## src/rtl/ceg_pkg.sv

```systemverilog
// rtl/ceg_pkg.sv - shared types, mode encodings and sizing helper for count_enable_gen
package ceg_pkg;

  typedef enum logic [1:0] {
    IDLE    = 2'd0,
    QUAL    = 2'd1,
    RELEASE = 2'd2
  } ceg_state_t;

  localparam logic MODE_PRESCALE = 1'b0;
  localparam logic MODE_EVENT    = 1'b1;

  function automatic int deb_w(input int n);
    return $clog2(n + 1);
  endfunction

endpackage

```

## src/rtl/count_enable_gen_sync.sv

```systemverilog
// rtl/count_enable_gen_sync.sv - bit_synchronizer: multi-flop synchronizer, async-cleared to 0
module bit_synchronizer #(
  parameter int STAGES = 2
) (
  input  logic clk,
  input  logic clear,
  input  logic d,
  output logic q
);

  logic [STAGES-1:0] sync_q;

  always_ff @(posedge clk or posedge clear) begin
    if (clear) begin
      sync_q <= '0;
    end else begin
      sync_q <= {sync_q[STAGES-2:0], d};
    end
  end

  assign q = sync_q[STAGES-1];

endmodule

```

## src/rtl/count_enable_gen.sv

```systemverilog
// rtl/count_enable_gen.sv - counter enable pulse from a prescaler or a debounced external event
// Optional sticky missed-event flag built only when CEG_MISSED_EVENT_EN is defined.
module count_enable_gen
  import ceg_pkg::*;
#(
  parameter int PRESCALE_W      = 8,
  parameter int DEBOUNCE_CYCLES = 4,
  parameter int SYNC_STAGES     = 2
) (
  input  logic                  clk,
  input  logic                  clear,
  input  logic                  enable,
  input  logic                  mode,
  input  logic [PRESCALE_W-1:0] prescale,
  input  logic                  event_in,
  output logic                  tick_out,
  output logic                  missed
);

  localparam int              DEB_W    = deb_w(DEBOUNCE_CYCLES);
  localparam logic [DEB_W-1:0] DEB_LAST = DEB_W'(DEBOUNCE_CYCLES - 1);

  ceg_state_t             state, state_d;
  logic [DEB_W-1:0]       deb_cnt, deb_d;
  logic [PRESCALE_W-1:0]  div_cnt, div_d;
  logic                   mode_q;
  logic                   ev_s;
  logic                   tick_d;
  logic                   qual;
  logic                   mode_chg;
  logic                   deb_at_last;
  logic [DEB_W-1:0]       deb_inc;

  bit_synchronizer #(
    .STAGES (SYNC_STAGES)
  ) u_sync (
    .clk   (clk),
    .clear (clear),
    .d     (event_in),
    .q     (ev_s)
  );

  assign mode_chg    = (mode != mode_q);
  assign deb_at_last = (deb_cnt == DEB_LAST);
  assign deb_inc     = deb_cnt + DEB_W'(1);

  always_ff @(posedge clk or posedge clear) begin
    if (clear) begin
      state    <= IDLE;
      deb_cnt  <= '0;
      div_cnt  <= '0;
      mode_q   <= MODE_PRESCALE;
      tick_out <= 1'b0;
    end else begin
      state    <= state_d;
      deb_cnt  <= deb_d;
      div_cnt  <= div_d;
      mode_q   <= mode;
      tick_out <= tick_d;
    end
  end

  // IDLE and QUAL share one path: deb_cnt is always 0 in IDLE, so a single
  // debounce cycle qualifies straight from IDLE.
  always_comb begin
    state_d = state;
    deb_d   = deb_cnt;
    if (mode_chg || mode == MODE_PRESCALE) begin
      state_d = IDLE;
      deb_d   = '0;
    end else begin
      case (state)
        IDLE, QUAL: begin
          if (!ev_s) begin
            state_d = IDLE;
            deb_d   = '0;
          end else if (deb_at_last) begin
            state_d = RELEASE;
            deb_d   = '0;
          end else begin
            state_d = QUAL;
            deb_d   = deb_inc;
          end
        end
        RELEASE: begin
          if (ev_s) begin
            deb_d = '0;
          end else if (deb_at_last) begin
            state_d = IDLE;
            deb_d   = '0;
          end else begin
            deb_d = deb_inc;
          end
        end
        default: begin
          state_d = IDLE;
          deb_d   = '0;
        end
      endcase
    end
  end

  always_comb begin
    qual   = 1'b0;
    tick_d = 1'b0;
    div_d  = div_cnt;
    if (mode_chg) begin
      div_d = '0;
    end else if (mode == MODE_PRESCALE) begin
      if (enable) begin
        if (div_cnt == prescale) begin
          div_d  = '0;
          tick_d = 1'b1;
        end else begin
          div_d = div_cnt + PRESCALE_W'(1);
        end
      end
    end else begin
      qual   = (state == IDLE || state == QUAL) && ev_s && deb_at_last;
      tick_d = qual && enable;
    end
  end

`ifdef CEG_MISSED_EVENT_EN
  always_ff @(posedge clk or posedge clear) begin
    if (clear) begin
      missed <= 1'b0;
    end else if (qual && !enable) begin
      missed <= 1'b1;
    end
  end
`else
  assign missed = 1'b0;
`endif

endmodule
```

## config.mk

```make
export PLATFORM = sky130hd
export DESIGN_NAME = count_enable_gen
export DESIGN_NICKNAME = d
export VERILOG_FILES = /design/src/rtl/ceg_pkg.sv /design/src/rtl/count_enable_gen_sync.sv /design/src/rtl/count_enable_gen.sv
export SDC_FILE = /design/constraint.sdc
export NUM_CORES = 1
export LEC_CHECK = 0
export CORE_MARGIN = 2
export CORE_UTILIZATION = 40
export CTS_CLUSTER_SIZE = 25
export DETAILED_ROUTE_END_ITERATION = 16
export PLACE_DENSITY_LB_ADDON = 0.3
export SLEW_MARGIN = 10
export SYNTH_ARGS = -nofsm -noshare
export SYNTH_HDL_FRONTEND = slang
export SYNTH_SLANG_ARGS = --single-unit
```

## constraint.sdc

```tcl
create_clock -name clk -period 3.65 [get_ports clk]
set_clock_uncertainty 0.05 [all_clocks]
set_input_delay 0.9125 -clock clk [delete_from_list [all_inputs] [get_ports clk]]
set_output_delay 0.9125 -clock clk [all_outputs]
set_load 0.03 [all_outputs]
```

==> results_dict.tcl, run 1 <==
set metrics [dict create \
    cp.arrival_ns 2.60 \
    crit_start "mode" \
    finalHoldViolCount 0 \
    syn-instance-count 91 \
    layout_commonest_cell "dfrtp_1" \
    die_area_um2 2702 \
    hold_path_class "register to register" \
    drc 0 \
    grt_pass1_wl_um 2787 \
    finalMaxSlewViolations 0 \
    antenna_found_initial 0 \
    start_kind "primary input" \
    core-area_um2 2191 \
    ctsResizeCount 0 \
    path_cells "clkdlybuf4s50_1, ha_1, o21bai_4, or3_1, xor2_1, a21oi_1" \
    period_minus_slack_ns 2.436 \
    vias 663 \
    max_cap_violations 0 \
    drt-total-wl_um 1577 \
    routabilityCongestion 0.8181 \
    seq_area_frac_synth_pct 46.20 \
    path_class "primary input to register" \
    critPathTopFamily "buffers and inverters" \
    drt-pass1-iter-count 4 \
    vdd_drop_max_mv 0.1344 \
    postLayoutCellArea_um2 1094 \
    cts_hold_buf 0 \
    post_cts.repair.setup_buffers 0 \
    r2r-end "div_cnt[3]$_DFFE_PP0P_" \
    min-delay-start "u_sync.sync_q[0]$_DFF_PP0_" \
    fin_crit_sh_pct 66.75 \
    globalRouteOverflowTotal 0 \
    async_flop_share_pct 100.0 \
    r2r_start "div_cnt[3]$_DFFE_PP0P_" \
    hpwl_um 1221 \
    cp-endpoint "div_cnt[4]$_DFFE_PP0P_" \
    p_per_area_nw_per_um2 327.2 \
    port_buffers 13 \
    tightest_slew_ns 0.6248 \
    worstSetupPathDepth 6 \
    start_util_pct 42.03 \
    htree_levels 1 \
    numCtsBuffers 3 \
    placedCellCount 129 \
    rsz0062_at_grt "false" \
    crit_path_end_kind "register" \
    wl_per_cell_um 11.86 \
    rr_worst_depth 4 \
    rows 17 \
    dp_slack_ns 0.9041 \
    synth_nets 107 \
    ys_seq_elements 17 \
    cts_buffer_depth 2 \
    via_per_inst 4.985 \
    grtUsageTotal_pct 14.27 \
    antenna_cells 0 \
    die_y_um 51.98 \
    fin_tns_setup_ns 0 \
    crit_buf_inv 1 \
    drt_iter0_drc 5 \
    max_stage_delay_ns 0.47 \
    critPathMaxFanout 10 \
    mostFrequentLayoutCells "dfrtp_1, clkdlybuf4s50_1, xnor2_1, nand2_1, a21oi_1" \
    mappedNetlistArea_um2 920.9 \
    synth_flop_cell "dfrtp_1" \
    root_buffer "clkbuf_4" \
    fin_ws_ns 1.214 \
    worst_skew_pair.late_latency_ns 0.29 \
    cts.clk_slew.worst_paths_ns 0.10 \
    postSynthAreaPerCell_um2 10.12 \
    status "complete, no violations" \
    r2r_setup_slack_ns 1.92 \
    synth.distinct_cells 31 \
    fillers 204 \
    nNetsFinal 122 \
    drive_gt1_share_pct 5.714 \
    worst_ep_required_time_ns 3.81 \
    grt_pass1_vias 646 \
    cp_slowest_cell "clkdlybuf4s50_1" \
    synth-edff-count 0 \
    leakagePower_nw 0.4616 \
    cts_tree "yes" \
    finalNonFillerCells 133 \
    grt_max_degree 18 \
    dpl-instance-area_um2 1066 \
    die_w_um 51.98 \
    drtAntennaViolNets 0 \
    max_slew_margin_pct 58.30 \
    io_pins 15 \
    syn_to_final_growth_pct 18.75 \
    setup_viol 0 \
    cts.sinks 17 \
    ys_warn_count 0 \
    power_uw 357.8 \
    max_clock_freq_ghz 0.4104 \
]
[registers in the layout (all words and copies together) (netlist names)]
| signal | count |
|---|---|
| deb_cnt | 3 |
| div_cnt | 8 |
| mode_q | 1 |
| state | 2 |
| tick_out | 1 |
| u_sync.sync_q | 2 |
[how the worst min path moves through the flow]
stage / endpoint / slack, ns / cells past startpoint
2_1_floorplan: u_sync.sync_q[1]$_DFF_PP0_ / 0.28 / 0
3_5_place_dp: u_sync.sync_q[1]$_DFF_PP0_ / 0.28 / 0
3_3_place_gp: u_sync.sync_q[1]$_DFF_PP0_ / 0.28 / 0
5_1_grt: u_sync.sync_q[1]$_DFF_PP0_ / 0.33 / 0
6_report: u_sync.sync_q[1]$_DFF_PP0_ / 0.31 / 0
4_1_cts: u_sync.sync_q[1]$_DFF_PP0_ / 0.31 / 0
[stage by stage]
step / hold slack [ns] / util (%)
final: 0.3080 / 49.91
after global routing: 0.3274 / 49.91
after CTS: 0.3092 / 49.91
after detailed placement: 0.2847 / 48.66
after global placement: 0.2817 / 48.66
after floorplan: 0.2812 / -
[cell families after synthesis]
kind of cell	synth area share [%]
and+or+nand+nor	18.48
AOI/OAI and AO/OA	13.86
DFF	46.20
xor gates and xnor gates	12.36
buffers and inverters	4.618
adders and majority gates	4.077
other	0.4072
[synth_stat cells, types with 2 or more instances]
cell,number,share of area (%)
dfrtp_1,17,46
nand2_1,10,4.1
xnor2_1,10,9.5
a21oi_1,7,3.8
inv_1,6,2.4
nor2_1,4,1.6
ha_1,3,4.1
nand2b_1,3,2.0
xor2_1,3,2.9
and3_1,2,1.4
and4b_1,2,2.2
buf_4,2,1.6
nand4_1,2,1.4
o211ai_1,2,1.6
o41ai_1,2,1.9
[worst reg2reg max path, stage by stage (launching register included)]
cell and delay [ns]:
dfrtp_1 0.46, xnor2_1 0.21, nand4_1 0.18, o31ai_1 0.53
a21boi_0 0.17
[area by class of cell]
| cell class | count | area (um2) | share of cell area (%) |
|---|---|---|---|
| repair buffers | 13 | 130.1 | 11.90 |
| inverters | 6 | 22.52 | 2.059 |
| flip-flops and latches | 17 | 425.4 | 38.90 |
| clock buffers | 3 | 22.52 | 2.059 |
| well taps | 28 | 35.03 | 3.204 |
| clock inverters | 1 | 5.005 | 0.4577 |
| multi-input cells | 65 | 452.9 | 41.42 |
[layer usage]
layer  GRT usage [%]  part of all wire (%)  vias to the layer above
met4           7.895                  0.57                        0
met5               0                     0                        -
met2           19.62                    45                       15
met3           2.874                   4.2                        2
li1                -                     -                      346
met1           20.62                    50                      300
[power by group]
group	leakage (nW)	internal (mW)	switching (mW)
logic	0.216	0.0286	0.0282
clock network	0.0177	0.0407	0.0593
registers	0.228	0.195	0.00611
total	0.462	0.264	0.0936
No activity file was read; power rests on OpenSTA's default activity.
==> inputs of run 2 (changes only) <==
==> constraint.sdc (replaced) <==
create_clock -name clk -period 2.4 [get_ports clk]
set_clock_uncertainty 0.05 [all_clocks]
set_input_delay 0.6 -clock clk [delete_from_list [all_inputs] [get_ports clk]]
set_output_delay 0.6 -clock clk [all_outputs]
set_load 0.03 [all_outputs]
==> run 2 against run 1 <==
Against the previous run: final cell count rose by 1.5%; via count rose by 6.0%; count of clock-buffer cells in the layout did not move; wire length rose by 7.7%; first-iteration DRC count rose by 120%; utilization rose by 0.69 points; power rose by 55%; critical path depth did not move; sequential power rose by 52%; register-to-register slack got worse by 1.1 ns; global-route usage rose by 0.48 points; sequential share of layout area fell by 0.53 points; critical path type unchanged.
==> results_dict.tcl, run 2 (synthesized netlist as in run 1, its figures left out) <==
set metrics [dict create \
    fin_tns_setup_ns 0 \
    syn_to_final_growth_pct 20.38 \
    tightest_slew_ns 0.6394 \
    cts.sinks 17 \
    drc 0 \
    leakagePower_nw 0.4715 \
    post_cts.repair.setup_buffers 0 \
    nNetsFinal 124 \
    largest_reg_flops 8 \
    start_util_pct 42.03 \
    max_slew_margin_pct 57.33 \
    max_clock_freq_ghz 0.4902 \
    worst_ep_required_time_ns 2.58 \
    grt_pass1_wl_um 2918 \
    ctsResizeCount 0 \
    p_switching_uw 150.6 \
    vias 703 \
    dpl-instance-area_um2 1081 \
    die_y_um 51.98 \
    cp.arrival_ns 2.22 \
    setup_viol 0 \
    pwr-share-seq_pct 55.1 \
    drt-pass1-iter-count 4 \
    grt_pass1_vias 688 \
    status "complete, no violations" \
    hold_path_class "register to register" \
    routabilityCongestion 0.7690 \
    drive_gt1_share_pct 7.477 \
    cts.clk_slew.worst_paths_ns 0.10 \
    top_regs "div_cnt: 8 flops, deb_cnt: 3 flops" \
    finalNonFillerCells 135 \
    core-area_um2 2191 \
    cts_buffer_depth 2 \
    cts_hold_buf 0 \
    io_pins 15 \
    die_area_um2 2702 \
    finalMaxSlewViolations 0 \
    numCtsBuffers 3 \
    path_class "primary input to register" \
    vdd_drop_max_mv 0.2352 \
    worst_skew_pair.late_latency_ns 0.29 \
    via_per_inst 5.207 \
    finalHoldViolCount 0 \
    critPathMaxFanout 5 \
    start_kind "primary input" \
    antenna_found_initial 0 \
    antenna_cells 0 \
    drtAntennaViolNets 0 \
    mostFrequentLayoutCells "dfrtp_1, clkdlybuf4s50_1, xnor2_1, nand2_1, a21oi_1" \
    p_sw_share_pct 27.11 \
    rows 17 \
    postLayoutCellArea_um2 1109 \
    combPwrFrac_pct 16.5 \
    grtUsageTotal_pct 14.75 \
    root_buffer "clkbuf_4" \
    regMostFlops "div_cnt" \
    htree_levels 1 \
    hpwl_um 1296 \
    cts_tree "yes" \
    die_w_um 51.98 \
    period_minus_slack_ns 2.040 \
    p_per_area_nw_per_um2 501.1 \
    clkPwrFrac_pct 28.4 \
    drt-total-wl_um 1698 \
    intPower_uw 404.9 \
    crit_path_end_kind "register" \
    globalRouteOverflowTotal 0 \
    rsz0062_at_grt "false" \
    placedCellCount 131 \
    fin_crit_sh_pct 84.99 \
    layout_commonest_cell "dfrtp_1" \
    max_cap_violations 0 \
    grt_max_degree 18 \
    port_buffers 13 \
    wl_per_cell_um 12.58 \
    drt_iter0_drc 11 \
]
## run 2: cell types whose count changed in the layout (fill, tap and decap cells not counted)
cell   delta
buf_4     +2
## run 2: layout make-up
class / instances / area (um2)
sequential: 17 / 425.4
clock inverter: 1 / 5.005
inverter: 6 / 22.52
tap: 28 / 35.03
multi-input combinational: 65 / 452.9
fill: 206 / 1082
clock buffer: 3 / 22.52
timing repair buffer: 15 / 145.1
## run 2: metrics by stage
| stage | utilization [%] | setup slack [ns] | hold WS (ns) | power (mW) |
|---|---|---|---|---|
| finish | 50.60 | 0.3602 | 0.3113 | 0.5555 |
| global route | 50.60 | 0.2341 | 0.3276 | 0.5829 |
| CTS | 50.60 | 0.3686 | 0.3091 | 0.5637 |
| detailed placement | 49.34 | 0.04600 | 0.2847 | 0.4051 |
| global placement | 49.34 | 0.1102 | 0.2818 | 0.4029 |
| floorplan | - | 0.5893 | 0.2812 | 0.3670 |
## run 2: path summary, 6_finish.rpt
| kind | end | cells past startpoint | start | slack [ns] |
|---|---|---|---|---|
| worst min register to register | u_sync.sync_q[1]$_DFF_PP0_ | 0 | u_sync.sync_q[0]$_DFF_PP0_ | 0.31 |
| worst max-delay path | div_cnt[4]$_DFFE_PP0P_ | 6 | mode | 0.36 |
| min in group asynchronous | div_cnt[1]$_DFFE_PP0P_ | 2 | clear | 0.63 |
| worst min-delay path | u_sync.sync_q[1]$_DFF_PP0_ | 0 | u_sync.sync_q[0]$_DFF_PP0_ | 0.31 |
| max in group asynchronous | div_cnt[7]$_DFFE_PP0P_ | 2 | clear | 1.27 |
| worst max register to register | div_cnt[4]$_DFFE_PP0P_ | 5 | mode_q$_DFF_PP0_ | 0.79 |
## run 2: metal layers
layer / up-vias / global-route usage, % / part of all wire (%)
met4: 0 / 7.895 / 0.71
li1: 346 / - / -
met2: 15 / 22.57 / 45
met5: - / 0 / 0
met1: 340 / 19.67 / 50
met3: 2 / 2.586 / 3.7
## run 2: power groups by stage
stage | Combinational (mW) | Clock [mW] | Sequential (mW)
after global routing | 0.102 | 0.173 | 0.308
final | 0.0918 | 0.157 | 0.306
after CTS | 0.0936 | 0.164 | 0.306
after global placement | 0.0914 | 0 | 0.312
after detailed placement | 0.0930 | 0 | 0.312
after floorplan | 0.0574 | 0 | 0.310
## run 2: worst max-delay path, cell delays in order
cell and delay (ns):
clkdlybuf4s50_1 0.47, ha_1 0.42, o21bai_4 0.11, or3_1 0.36, xor2_1 0.15, a21oi_1 0.11
==> inputs of run 3 (changes only) <==
==> constraint.sdc (replaced) <==
create_clock -name clk -period 2 [get_ports clk]
set_clock_uncertainty 0.05 [all_clocks]
set_input_delay 0.5 -clock clk [delete_from_list [all_inputs] [get_ports clk]]
set_output_delay 0.5 -clock clk [all_outputs]
set_load 0.03 [all_outputs]
==> run 3 against run 2 <==
Against the previous run: highest routed layer unchanged; non-clock buffer count rose by 6; wire length grew 3.6%; setup slack lost 0.21 ns; count of clock-buffer cells in the layout unchanged; critical path type unchanged.
==> results_dict.tcl, run 3 (synthesized netlist as in run 1, its figures left out) <==
set metrics [dict create \
    vias 734 \
    port_buffers 13 \
    nNetsFinal 130 \
    p_per_area_nw_per_um2 583.6 \
    max_clock_freq_ghz 0.5411 \
    die_y_um 51.98 \
    post_cts.repair.setup_buffers 0 \
    via_per_inst 5.206 \
    crit_path_end_kind "register" \
    die_w_um 51.98 \
    layout_commonest_cell "dfrtp_1" \
    root_buffer "clkbuf_4" \
    critPathMaxFanout 5 \
    numCtsBuffers 3 \
    antenna_found_initial 0 \
    grt_max_degree 18 \
    finalMaxSlewViolations 0 \
    path_cells "clkdlybuf4s50_1, ha_1, o21bai_4, or3_1, xor2_1, a21oi_1" \
    largest_reg_flops 8 \
    regMostFlops "div_cnt" \
    worstSetupPathDepth 6 \
    hpwl_um 1402 \
    globalRouteOverflowTotal 0 \
    fin_crit_sh_pct 92.41 \
    worst_ep_required_time_ns 2.17 \
    cts_buffer_depth 2 \
    cts.clk_slew.worst_paths_ns 0.10 \
    cts_hold_buf 0 \
    vdd_drop_max_mv 0.3263 \
    finalHoldViolCount 0 \
    routabilityCongestion 0.8028 \
    path_class "primary input to register" \
    leakagePower_nw 0.4994 \
    status "complete, no violations" \
    worst_skew_pair.late_latency_ns 0.29 \
    hold_path_class "register to register" \
    drive_gt1_share_pct 12.39 \
    rr_worst_depth 5 \
    rows 17 \
    core-area_um2 2191 \
    critPathTopFamily "buffers and inverters" \
    htree_levels 1 \
    dp_slack_ns -0.1571 \
    antenna_cells 0 \
    cts.sinks 17 \
    fin_tns_setup_ns 0 \
    wl_per_cell_um 12.48 \
    drt-total-wl_um 1759 \
    final_util_pct 52.66 \
    mostFrequentLayoutCells "dfrtp_1, clkdlybuf4s50_1, xnor2_1, nand2_1, buf_4" \
    drt-pass1-iter-count 4 \
    ctsResizeCount 0 \
    start_util_pct 42.03 \
    grtUsageTotal_pct 16.07 \
    period_minus_slack_ns 1.848 \
    top_regs "div_cnt: 8 flops, deb_cnt: 3 flops" \
    cts_tree "yes" \
    die_area_um2 2702 \
    max_cap_violations 0 \
    cp_slowest_cell "clkdlybuf4s50_1" \
    syn_to_final_growth_pct 25.27 \
    grt_pass1_wl_um 3174 \
    crit_buf_inv 1 \
    io_pins 15 \
    fin_ws_ns 0.1519 \
    fin_hold_ws_ns 0.3225 \
    cp.arrival_ns 2.02 \
    drc 0 \
    start_kind "primary input" \
    rsz0062_at_grt "false" \
    grt_pass1_vias 815 \
    drtAntennaViolNets 0 \
    max_stage_delay_ns 0.42 \
    drt_iter0_drc 13 \
    hold_depth 0 \
    setup_viol 0 \
]
## run 3: worst paths after layout
check,start,to,slack (ns)
setup / recovery,mode,div_cnt[4]$_DFFE_PP0P_,0.15
max in group asynchronous,clear,state[0]$_DFFE_PP0P_,1.26
setup reg to reg,mode_q$_DFF_PP0_,div_cnt[4]$_DFFE_PP0P_,0.42
hold / removal,u_sync.sync_q[0]$_DFF_PP0_,u_sync.sync_q[1]$_DFF_PP0_,0.32
hold reg to reg,u_sync.sync_q[0]$_DFF_PP0_,u_sync.sync_q[1]$_DFF_PP0_,0.32
min in group asynchronous,clear,div_cnt[1]$_DFFE_PP0P_,0.45
## run 3: layer usage
metal  share of wire, %  GRT usage, %  routed length (um)
met5                  0             0                   0
met2                 48         27.00                 843
met3                5.5         3.448                  97
met4                1.9         10.96                  33
met1                 45         17.97                 785
## run 3: cell type report
| class | count | area (um2) |
|---|---|---|
| well taps | 28 | 35.03 |
| clock buffers | 3 | 22.52 |
| clock inverters | 1 | 5.005 |
| repair buffers | 21 | 190.2 |
| multi-input cells | 65 | 452.9 |
| flip-flops and latches | 17 | 425.4 |
| fillers | 207 | 1037 |
| inverters | 6 | 22.52 |
## run 3: power by group
group	total, mW	internal [mW]	switching (mW)
clock	0.182	0.0743	0.108
sequential	0.368	0.356	0.0120
combinational	0.123	0.0665	0.0568
total	0.673	0.496	0.177
## run 3: through the flow
stage          power [mW]  std cells  area [um2]
2_1_floorplan      0.4404         91       920.9
3_3_place_gp       0.4949        137        1126
3_5_place_dp       0.4997        137        1126
4_1_cts            0.6789        141        1154
5_1_grt            0.7161        141        1154
6_report           0.6733        141        1154
